`config.mk`:
```
export PLATFORM = sky130hd
export DESIGN_NAME = mem_arbiter
export DESIGN_NICKNAME = d
export VERILOG_FILES = /design/src/rtl/mem_arbiter.sv
export SDC_FILE = /design/constraint.sdc
export NUM_CORES = 1
export LEC_CHECK = 0
export ABC_AREA = 1
export BUFFER_PORTS_ARGS = -buffer_cell sky130_fd_sc_hd__buf_2
export CAP_MARGIN = 20
export CORE_AREA = 2 2 210 212
export DETAILED_ROUTE_END_ITERATION = 10
export DIE_AREA = 0 0 212 214
export PLACE_DENSITY = 0.48
export REMOVE_ABC_BUFFERS = 1
export SLEW_MARGIN = 20
export SYNTH_ARGS = -nofsm -noshare
export SYNTH_HDL_FRONTEND = slang
export SYNTH_SLANG_ARGS = --single-unit
```
`constraint.sdc`:
```
create_clock -name clk -period 2.95 [get_ports clk]
set_clock_uncertainty 0.1 [all_clocks]
set_input_delay 0.59 -clock clk [delete_from_list [all_inputs] [get_ports clk]]
set_output_delay 0.59 -clock clk [all_outputs]
set_load 0.01 [all_outputs]
```
`src/rtl/mem_arbiter.sv`:
```
// rtl/mem_arbiter.sv - IFU/LSU arbiter onto a single valid/ready memory port
// One transaction outstanding; LSU has priority, bounded by a streak guard for fetch.
module mem_arbiter #(
   parameter int ADDR_W        = 64,
   parameter int DATA_W        = 64,
   parameter int MAX_LS_STREAK = 4
) (
   input  logic                clk,
   input  logic                rst_n,
   input  logic                if_valid,
   input  logic [ADDR_W-1:0]   if_addr,
   output logic                if_ready,
   output logic                if_rvalid,
   output logic [DATA_W-1:0]   if_rdata,
   input  logic                ls_valid,
   input  logic [ADDR_W-1:0]   ls_addr,
   input  logic                ls_wen,
   input  logic [DATA_W-1:0]   ls_wdata,
   input  logic [DATA_W/8-1:0] ls_wmask,
   output logic                ls_ready,
   output logic                ls_rvalid,
   output logic [DATA_W-1:0]   ls_rdata,
   output logic                mem_valid,
   output logic [ADDR_W-1:0]   mem_addr,
   output logic                mem_wen,
   output logic [DATA_W-1:0]   mem_wdata,
   output logic [DATA_W/8-1:0] mem_wmask,
   input  logic                mem_ready,
   input  logic                mem_rvalid,
   input  logic [DATA_W-1:0]   mem_rdata
);

   localparam int MW = DATA_W / 8;

   localparam logic [1:0] S_IDLE = 2'd0;
   localparam logic [1:0] S_REQ  = 2'd1;
   localparam logic [1:0] S_WAIT = 2'd2;
   localparam logic [1:0] S_RESP = 2'd3;

   localparam logic [1:0] OWN_NONE = 2'd0;
   localparam logic [1:0] OWN_IF   = 2'd1;
   localparam logic [1:0] OWN_LS   = 2'd2;

   localparam logic [3:0] STREAK_MAX = 4'(MAX_LS_STREAK);

   logic [1:0]        state_q, state_d;
   logic [1:0]        owner_q, owner_d;
   logic [3:0]        streak_q, streak_d;
   logic [ADDR_W-1:0] mem_addr_q, mem_addr_d;
   logic              mem_wen_q, mem_wen_d;
   logic [DATA_W-1:0] mem_wdata_q, mem_wdata_d;
   logic [MW-1:0]     mem_wmask_q, mem_wmask_d;
   logic [DATA_W-1:0] if_rdata_q, if_rdata_d;
   logic [DATA_W-1:0] ls_rdata_q, ls_rdata_d;
   logic              grant_ls;

   // LSU wins unless fetch is waiting and the LSU has used up its streak.
   assign grant_ls = ls_valid && !(if_valid && (streak_q == STREAK_MAX));

   always_comb begin
      state_d     = state_q;
      owner_d     = owner_q;
      streak_d    = streak_q;
      mem_addr_d  = mem_addr_q;
      mem_wen_d   = mem_wen_q;
      mem_wdata_d = mem_wdata_q;
      mem_wmask_d = mem_wmask_q;
      if_rdata_d  = if_rdata_q;
      ls_rdata_d  = ls_rdata_q;
      case (state_q)
         S_IDLE: begin
            if (grant_ls) begin
               owner_d     = OWN_LS;
               mem_addr_d  = ls_addr;
               mem_wen_d   = ls_wen;
               mem_wdata_d = ls_wdata;
               mem_wmask_d = ls_wmask;
               if (!if_valid)
                  streak_d = 4'd0;
               else if (streak_q != STREAK_MAX)
                  streak_d = streak_q + 4'd1;
               state_d     = S_REQ;
            end else if (if_valid) begin
               owner_d     = OWN_IF;
               mem_addr_d  = if_addr;
               mem_wen_d   = 1'b0;
               mem_wdata_d = '0;
               mem_wmask_d = '0;
               streak_d    = 4'd0;
               state_d     = S_REQ;
            end
         end
         S_REQ: begin
            if (mem_ready)
               state_d = S_WAIT;
         end
         S_WAIT: begin
            if (mem_rvalid) begin
               if (owner_q == OWN_LS)
                  ls_rdata_d = mem_rdata;
               else
                  if_rdata_d = mem_rdata;
               state_d = S_RESP;
            end
         end
         default: begin
            owner_d = OWN_NONE;
            state_d = S_IDLE;
         end
      endcase
   end

   always_ff @(posedge clk or negedge rst_n) begin
      if (!rst_n) begin
         state_q     <= S_IDLE;
         owner_q     <= OWN_NONE;
         streak_q    <= 4'd0;
         mem_addr_q  <= '0;
         mem_wen_q   <= 1'b0;
         mem_wdata_q <= '0;
         mem_wmask_q <= '0;
         if_rdata_q  <= '0;
         ls_rdata_q  <= '0;
      end else begin
         state_q     <= state_d;
         owner_q     <= owner_d;
         streak_q    <= streak_d;
         mem_addr_q  <= mem_addr_d;
         mem_wen_q   <= mem_wen_d;
         mem_wdata_q <= mem_wdata_d;
         mem_wmask_q <= mem_wmask_d;
         if_rdata_q  <= if_rdata_d;
         ls_rdata_q  <= ls_rdata_d;
      end
   end

   // Accept pulses follow mem_ready combinationally so the requester sees them in the REQ cycle.
   assign mem_valid = (state_q == S_REQ);
   assign if_ready  = mem_valid && mem_ready && (owner_q == OWN_IF);
   assign ls_ready  = mem_valid && mem_ready && (owner_q == OWN_LS);
   assign if_rvalid = (state_q == S_RESP) && (owner_q == OWN_IF);
   assign ls_rvalid = (state_q == S_RESP) && (owner_q == OWN_LS);

   assign mem_addr  = mem_addr_q;
   assign mem_wen   = mem_wen_q;
   assign mem_wdata = mem_wdata_q;
   assign mem_wmask = mem_wmask_q;
   assign if_rdata  = if_rdata_q;
   assign ls_rdata  = ls_rdata_q;

endmodule

```
==> flow_summary.json, run 1 <==
{
  "status": "finished clean",
  "top_layer_used": "met5",
  "yosysTopAreaCell": "dfrtp_1",
  "synth_edf_count": 0,
  "syn_area_mm2": 0.0111,
  "pre_cts_ws_ns": 0.742,
  "seqCellArea_mm2": 0.00683,
  "grt_usage_pct": 17.2,
  "grt_antenna_before_repair": 11,
  "reg2reg_to": "mem_addr[31]",
  "ir_drop_uv": 479,
  "async_flop_share_pct": 100,
  "fillCellCount": 4507,
  "final_hold_viol_count": 0,
  "die_w_um": 212,
  "rrSetupSlack_ns": 0.81,
  "vias": 10532,
  "crit_start": "state_q[1]",
  "synth_ff_type": "dfrtp_1",
  "hold_buffers": 1,
  "clk_pin_slew_ns": 0.06,
  "yosysWarnings": 0,
  "power.internal_w": 0.0107,
  "endpoint_kind": "output pin",
  "totalWireLength_um": 40000,
  "hold_start": "ls_wdata[4]",
  "cts-resized-gates": 0,
  "grt_pass1_vias": 10346,
  "wl_per_cell_um": 17.0,
  "max_slew_margin_pct": 42.5,
  "p_sw_share_pct": 38.8,
  "drv_cap": 0,
  "drtAntennaViolNets": 0,
  "rsz0062_at_grt": "false",
  "hold_path_end": "mem_wdata[4]",
  "dieArea_mm2": 0.0454,
  "ys_seq_elements": 273,
  "grt_pass1_wl_um": 60900,
  "p_switching_w": 0.00680,
  "seqPwrFrac_pct": 37.4,
  "r2r_cells": 7,
  "final_max_slew_viol_count": 0,
  "cp-start-kind": "flip-flop",
  "worstHoldPathType": "in -> reg",
  "syn-instance-count": 1233,
  "cts_buffers": 35,
  "viasPerCell": 4.46,
  "drc_errors": 0,
  "placement.io_buffers": 540,
  "worst-path-max-fanout": 5,
  "drt_pre_antenna_iters": 5,
  "arrival_ns": 1.78,
  "grt_max_degree": 106,
  "crit_required_ns": 2.26,
  "r2r-start": "state_q[0]",
  "power_density_mw_per_mm2": 1120,
  "tritoncts": "yes",
  "ys_top_cells_by_count": "434 x nand2_1, 273 x dfrtp_1, 135 x nand3_1, 130 x o21ai_0, 79 x inv_1",
  "tightest_slew_ns": 0.862,
  "clock_latency_ns": 0.54,
  "core_mm2": 0.0429,
  "clockPowerShare_pct": 24.3,
  "fin_crit_sh_pct": 83.8,
  "place_hpwl_um": 28500,
  "ios": 541,
  "p_leak_nw": 8.68,
  "grt-ovfl-total": 0,
  "cts_root_buffer": "clkbuf_16",
  "die_height_um": 214,
  "post_cts_buffers": 0,
  "netlist.area_leader.share_pct": 61.4,
  "clock_sinks": 273,
  "avgSynthCellArea_um2": 9.03,
  "fin_tns_setup_ns": 0,
  "finalWorstSetupSlack_ns": 0.477,
  "num_rows": 76,
  "multi_input_area_mm2": 0.00358,
  "met2WireLength_um": 18700,
  "seq_area_frac_synth_pct": 61.4,
  "yosysMostFrequentCell": "nand2_1",
  "layout-drive-gt1-share_pct": 35.4,
  "gp_congestion": 0.803,
  "synth.distinct_cells": 21,
  "crit_type": "reg -> out",
  "htree_levels": 2,
  "finalCriticalPeriod_ns": 2.47,
  "wl_met3_um": 4260,
  "first_iter_violations": 722,
  "start_util_pct": 25.9,
  "netlist_top_cells_area": "dfrtp_1 61%, nand2_1 15%, nand3_1 6.1%, o21ai_0 5.8%, nand4_1 3.7%",
  "cts_max_path_buffers": 3,
  "area_delta_synth_final_pct": 40.5,
  "wl_met1_um": 16000,
  "combPwrFrac_pct": 38.4,
  "max_freq_ghz": 0.404,
  "hold_depth": 3,
  "setup_viol": 0,
  "final_nets": 2023
}
[worst max-delay path, stage by stage (launching register included)]
cell	delay, ns
dfrtp_1	0.42
inv_1	0.10
ha_1	0.21
inv_1	0.07
nor4_1	0.24
buf_2	0.20
[through the flow]
stage,hold WS (ns),total power (W),std cells,instance area [µm²],utilization (%)
6_report,0.146,0.0175,2359,15600,36.5
3_3_place_gp,0.357,0.0134,2292,14500,33.7
2_1_floorplan,0.194,0.00995,1145,10700,-
5_1_grt,0.125,0.0189,2357,15600,36.4
4_1_cts,0.101,0.0178,2357,15600,36.4
3_5_place_dp,0.360,0.0135,2292,14500,33.7
[metal layers]
layer,vias to the layer above,global-route usage (%)
met5,-,0
met4,16,4.77
met2,480,28.3
met1,4943,20.7
met3,68,7.08
li1,5025,-
[cells in the final DEF (no fill, tap or decap), drive strengths merged, types with 2 or more instances in the layout]
cell	count
clkbuf	58
nor3	2
nand3	135
dfrtp	273
clkinv	2
buf	562
ha	7
diode	2
clkinvlp	2
nor2	9
inv	85
o21ai	132
nand2	435
nand4	66
[worst max-delay path by stage]
| stage | to | slack [ns] |
|---|---|---|
| floorplan | mem_wdata[0] | -2.34 |
| global placement | streak_q[3] | 0.72 |
| detailed placement | streak_q[3] | 0.74 |
| CTS | if_ready | 0.43 |
| global route | if_ready | 0.35 |
| finish | if_ready | 0.48 |
[power by group through the flow]
| stage | logic [W] | registers [W] | clock network [W] |
|---|---|---|---|
| global placement | 0.00681 | 0.00655 | 0 |
| finish | 0.00673 | 0.00655 | 0.00426 |
| global route | 0.00754 | 0.00679 | 0.00455 |
| detailed placement | 0.00689 | 0.00656 | 0 |
| floorplan | 0.00252 | 0.00743 | 0 |
| CTS | 0.00688 | 0.00655 | 0.00441 |
[cells by family (layout without fill, tap and decap cells)]
group | Yosys count | after routing | synth area share [%]
AOI/OAI and AO/OA | 134 | 134 | 6.05
adders and majority gates | 7 | 7 | 0.787
buffers and inverters | 171 | 710 | 6.80
DFF | 273 | 273 | 61.4
other | 0 | 2 | 0
and+or+nand+nor | 648 | 648 | 25.0
[layout make-up]
type | instances | area share (%)
inverters | 83 | 2.01
diodes | 2 | 0.0320
flip-flops and latches | 273 | 43.7
well taps | 585 | 4.68
repair buffers | 563 | 19.3
clock buffers | 58 | 7.07
multi-input cells | 789 | 22.9
clock inverters | 6 | 0.368
[sequential cells by signal, indices dropped and copies added (netlist names)]
register and cells:
if_rdata 64, ls_rdata 64, mem_addr 64, mem_wdata 64, mem_wen 1, mem_wmask 8, owner_q 2, state_q 2
streak_q 4
No activity file was read; power rests on OpenSTA's default activity.
==> inputs of run 2 (changes only) <==
--- a/config.mk
+++ b/config.mk
@@ -8,10 +8,10 @@
 export ABC_AREA = 1
 export BUFFER_PORTS_ARGS = -buffer_cell sky130_fd_sc_hd__buf_2
 export CAP_MARGIN = 20
-export CORE_AREA = 2 2 210 212
+export CORE_AREA = 2 2 213 215
 export DETAILED_ROUTE_END_ITERATION = 10
-export DIE_AREA = 0 0 212 214
-export PLACE_DENSITY = 0.48
+export DIE_AREA = 0 0 215 217
+export PLACE_DENSITY = 0.47
 export REMOVE_ABC_BUFFERS = 1
 export SLEW_MARGIN = 20
 export SYNTH_ARGS = -nofsm -noshare
==> constraint.sdc (replaced) <==
create_clock -name clk -period 2.5 [get_ports clk]
set_clock_uncertainty 0.1 [all_clocks]
set_input_delay 0.5 -clock clk [delete_from_list [all_inputs] [get_ports clk]]
set_output_delay 0.5 -clock clk [all_outputs]
set_load 0.01 [all_outputs]
==> run 2 against run 1 <==
Against the previous run: highest routed layer unchanged; power up 19%; die area up 2.8%; cell count up 2.0%; sequential share of layout area down 1.1 points; critical endpoint unchanged; design area up 2.5%; critical path depth unchanged.
==> flow_summary.json, run 2 (synthesis results as in run 1) <==
{
  "first_iter_violations": 771,
  "final_nets": 2058,
  "tritoncts": "yes",
  "grt_use_met3_pct": 6.44,
  "combPwrFrac_pct": 39.7,
  "grt_antenna_before_repair": 5,
  "cts_max_path_buffers": 3,
  "dieArea_mm2": 0.0467,
  "path_cells": "inv_1 > ha_2 > inv_1 > nor4_2 > buf_2",
  "totalWireLength_um": 42000,
  "p_switching_w": 0.00815,
  "use_met1_pct": 20.8,
  "final_hold_viol_count": 0,
  "drt_pre_antenna_iters": 5,
  "core_mm2": 0.0447,
  "drtAntennaViolNets": 0,
  "p_sw_share_pct": 39.2,
  "status": "finished clean",
  "grt_busiest_layer": "met2",
  "power.internal_w": 0.0126,
  "htree_levels": 1,
  "cts_root_buffer": "clkbuf_16",
  "grt-ovfl-total": 0,
  "ir_drop_uv": 613,
  "max_freq_ghz": 0.413,
  "start_util_pct": 24.9,
  "clock_latency_ns": 0.56,
  "slowest_stage": "dfrtp_1",
  "fin_area_mm2": 0.0160,
  "cp_common_cell": "inv_1",
  "critPathMaxStageDelay_ns": 0.43,
  "final_max_slew_viol_count": 0,
  "placement.io_buffers": 540,
  "fin_crit_sh_pct": 96.7,
  "max_slew_margin_pct": 58.0,
  "die_height_um": 217,
  "power_density_mw_per_mm2": 1300,
  "endpoint_kind": "output pin",
  "fin_tns_setup_ns": 0,
  "clock_sinks": 273,
  "layout-drive-gt1-share_pct": 35.4,
  "viasPerCell": 4.44,
  "seqPwrFrac_pct": 37.5,
  "p_leak_nw": 8.85,
  "drc_errors": 0,
  "arrival_ns": 1.82,
  "grt_pass1_wl_um": 63400,
  "grt_max_degree": 67,
  "setup_viol": 0,
  "tightest_slew_ns": 0.630,
  "grt_pass1_vias": 10643,
  "crit_required_ns": 1.90,
  "ios": 541,
  "layout_commonest_cell": "buf_2",
  "die_w_um": 215,
  "cts_buffers": 31,
  "layout_common_cells": "539 x buf_2, 432 x nand2_1, 273 x dfrtp_1",
  "clockPowerShare_pct": 22.8,
  "wl_per_cell_um": 17.4,
  "finalCriticalPeriod_ns": 2.42,
  "area_delta_synth_final_pct": 44.0,
  "worstHoldPathType": "in -> reg",
  "finalPower_w": 0.0208,
  "grt_usage_pct": 17.3,
  "place_hpwl_um": 30900,
  "clk_pin_slew_ns": 0.06,
  "cp-start-kind": "flip-flop",
  "crit_type": "reg -> out",
  "dpl_cell_area_mm2": 0.0147,
  "vias": 10672,
  "num_rows": 78,
  "drv_cap": 0,
  "worst-path-max-fanout": 5,
  "gp_congestion": 0.879,
  "met2_usage_pct": 28.6
}
-- run 2: critical path: cells and delay by family, from the launching register on --
kind                       cells  cell delay (ns)
DFF                            1             0.43
buffers and inverters          3             0.36
and+or+nand+nor                1             0.27
adders and majority gates      1             0.20
-- run 2: final timing paths --
check / start / endpoint / slack [ns] / cells past startpoint
setup / recovery: state_q[1] / if_ready / 0.08 / 5
hold / removal: ls_wdata[9] / mem_wdata[9] / 0.03 / 3
setup reg to reg: streak_q[0] / mem_wdata[32] / 0.50 / 10
hold reg to reg: mem_wmask[2] / mem_wmask[2] / 0.37 / 2
max in group asynchronous: rst_n / mem_addr[58] / 1.18 / 3
min in group asynchronous: rst_n / mem_addr[61] / 0.41 / 2
-- run 2: final cells by class --
cell class / instances / area (µm²)
fillers: 4795 / 28700
clock inverters: 9 / 128
diodes: 3 / 7.51
multi-input cells: 789 / 3590
flip-flops and latches: 273 / 6830
well taps: 600 / 751
inverters: 83 / 314
repair buffers: 602 / 3470
clock buffers: 47 / 936
-- run 2: power groups by stage --
stage	combinational, W	sequential [W]	clock, W
after global placement	0.00832	0.00777	0
after CTS	0.00842	0.00780	0.00488
after global routing	0.00916	0.00806	0.00506
after floorplan	0.00298	0.00877	0
final	0.00825	0.00780	0.00474
after detailed placement	0.00838	0.00781	0
-- run 2: repair_timing --
| action | 4_1_cts | 5_1_grt |
|---|---|---|
| buffers inserted | 0 | 0 |
| endpoints found under the hold margin | 76 | 2 |
| hold buffers | 26 | 2 |
| resized for setup | 0 | 2 |
| setup endpoints to repair | 0 | 1 |
-- run 2: metrics by stage --
step	setup WS (ns)	instances	utilization (%)	hold slack, ns
2_1_floorplan	-2.79	1145	-	0.104
3_3_place_gp	0.524	2319	32.8	0.358
3_5_place_dp	0.474	2319	32.8	0.360
4_1_cts	0.0173	2401	35.8	0.000798
5_1_grt	-0.0239	2403	35.8	0.00475
6_report	0.0814	2406	35.9	0.0269
-- run 2: metal layers --
layer  share of wire [%]  vias to the layer above
met2                  46                      468
li1                    -                     5089
met5                0.12                        -
met3                  10                       62
met1                  40                     5045
met4                 2.9                        8
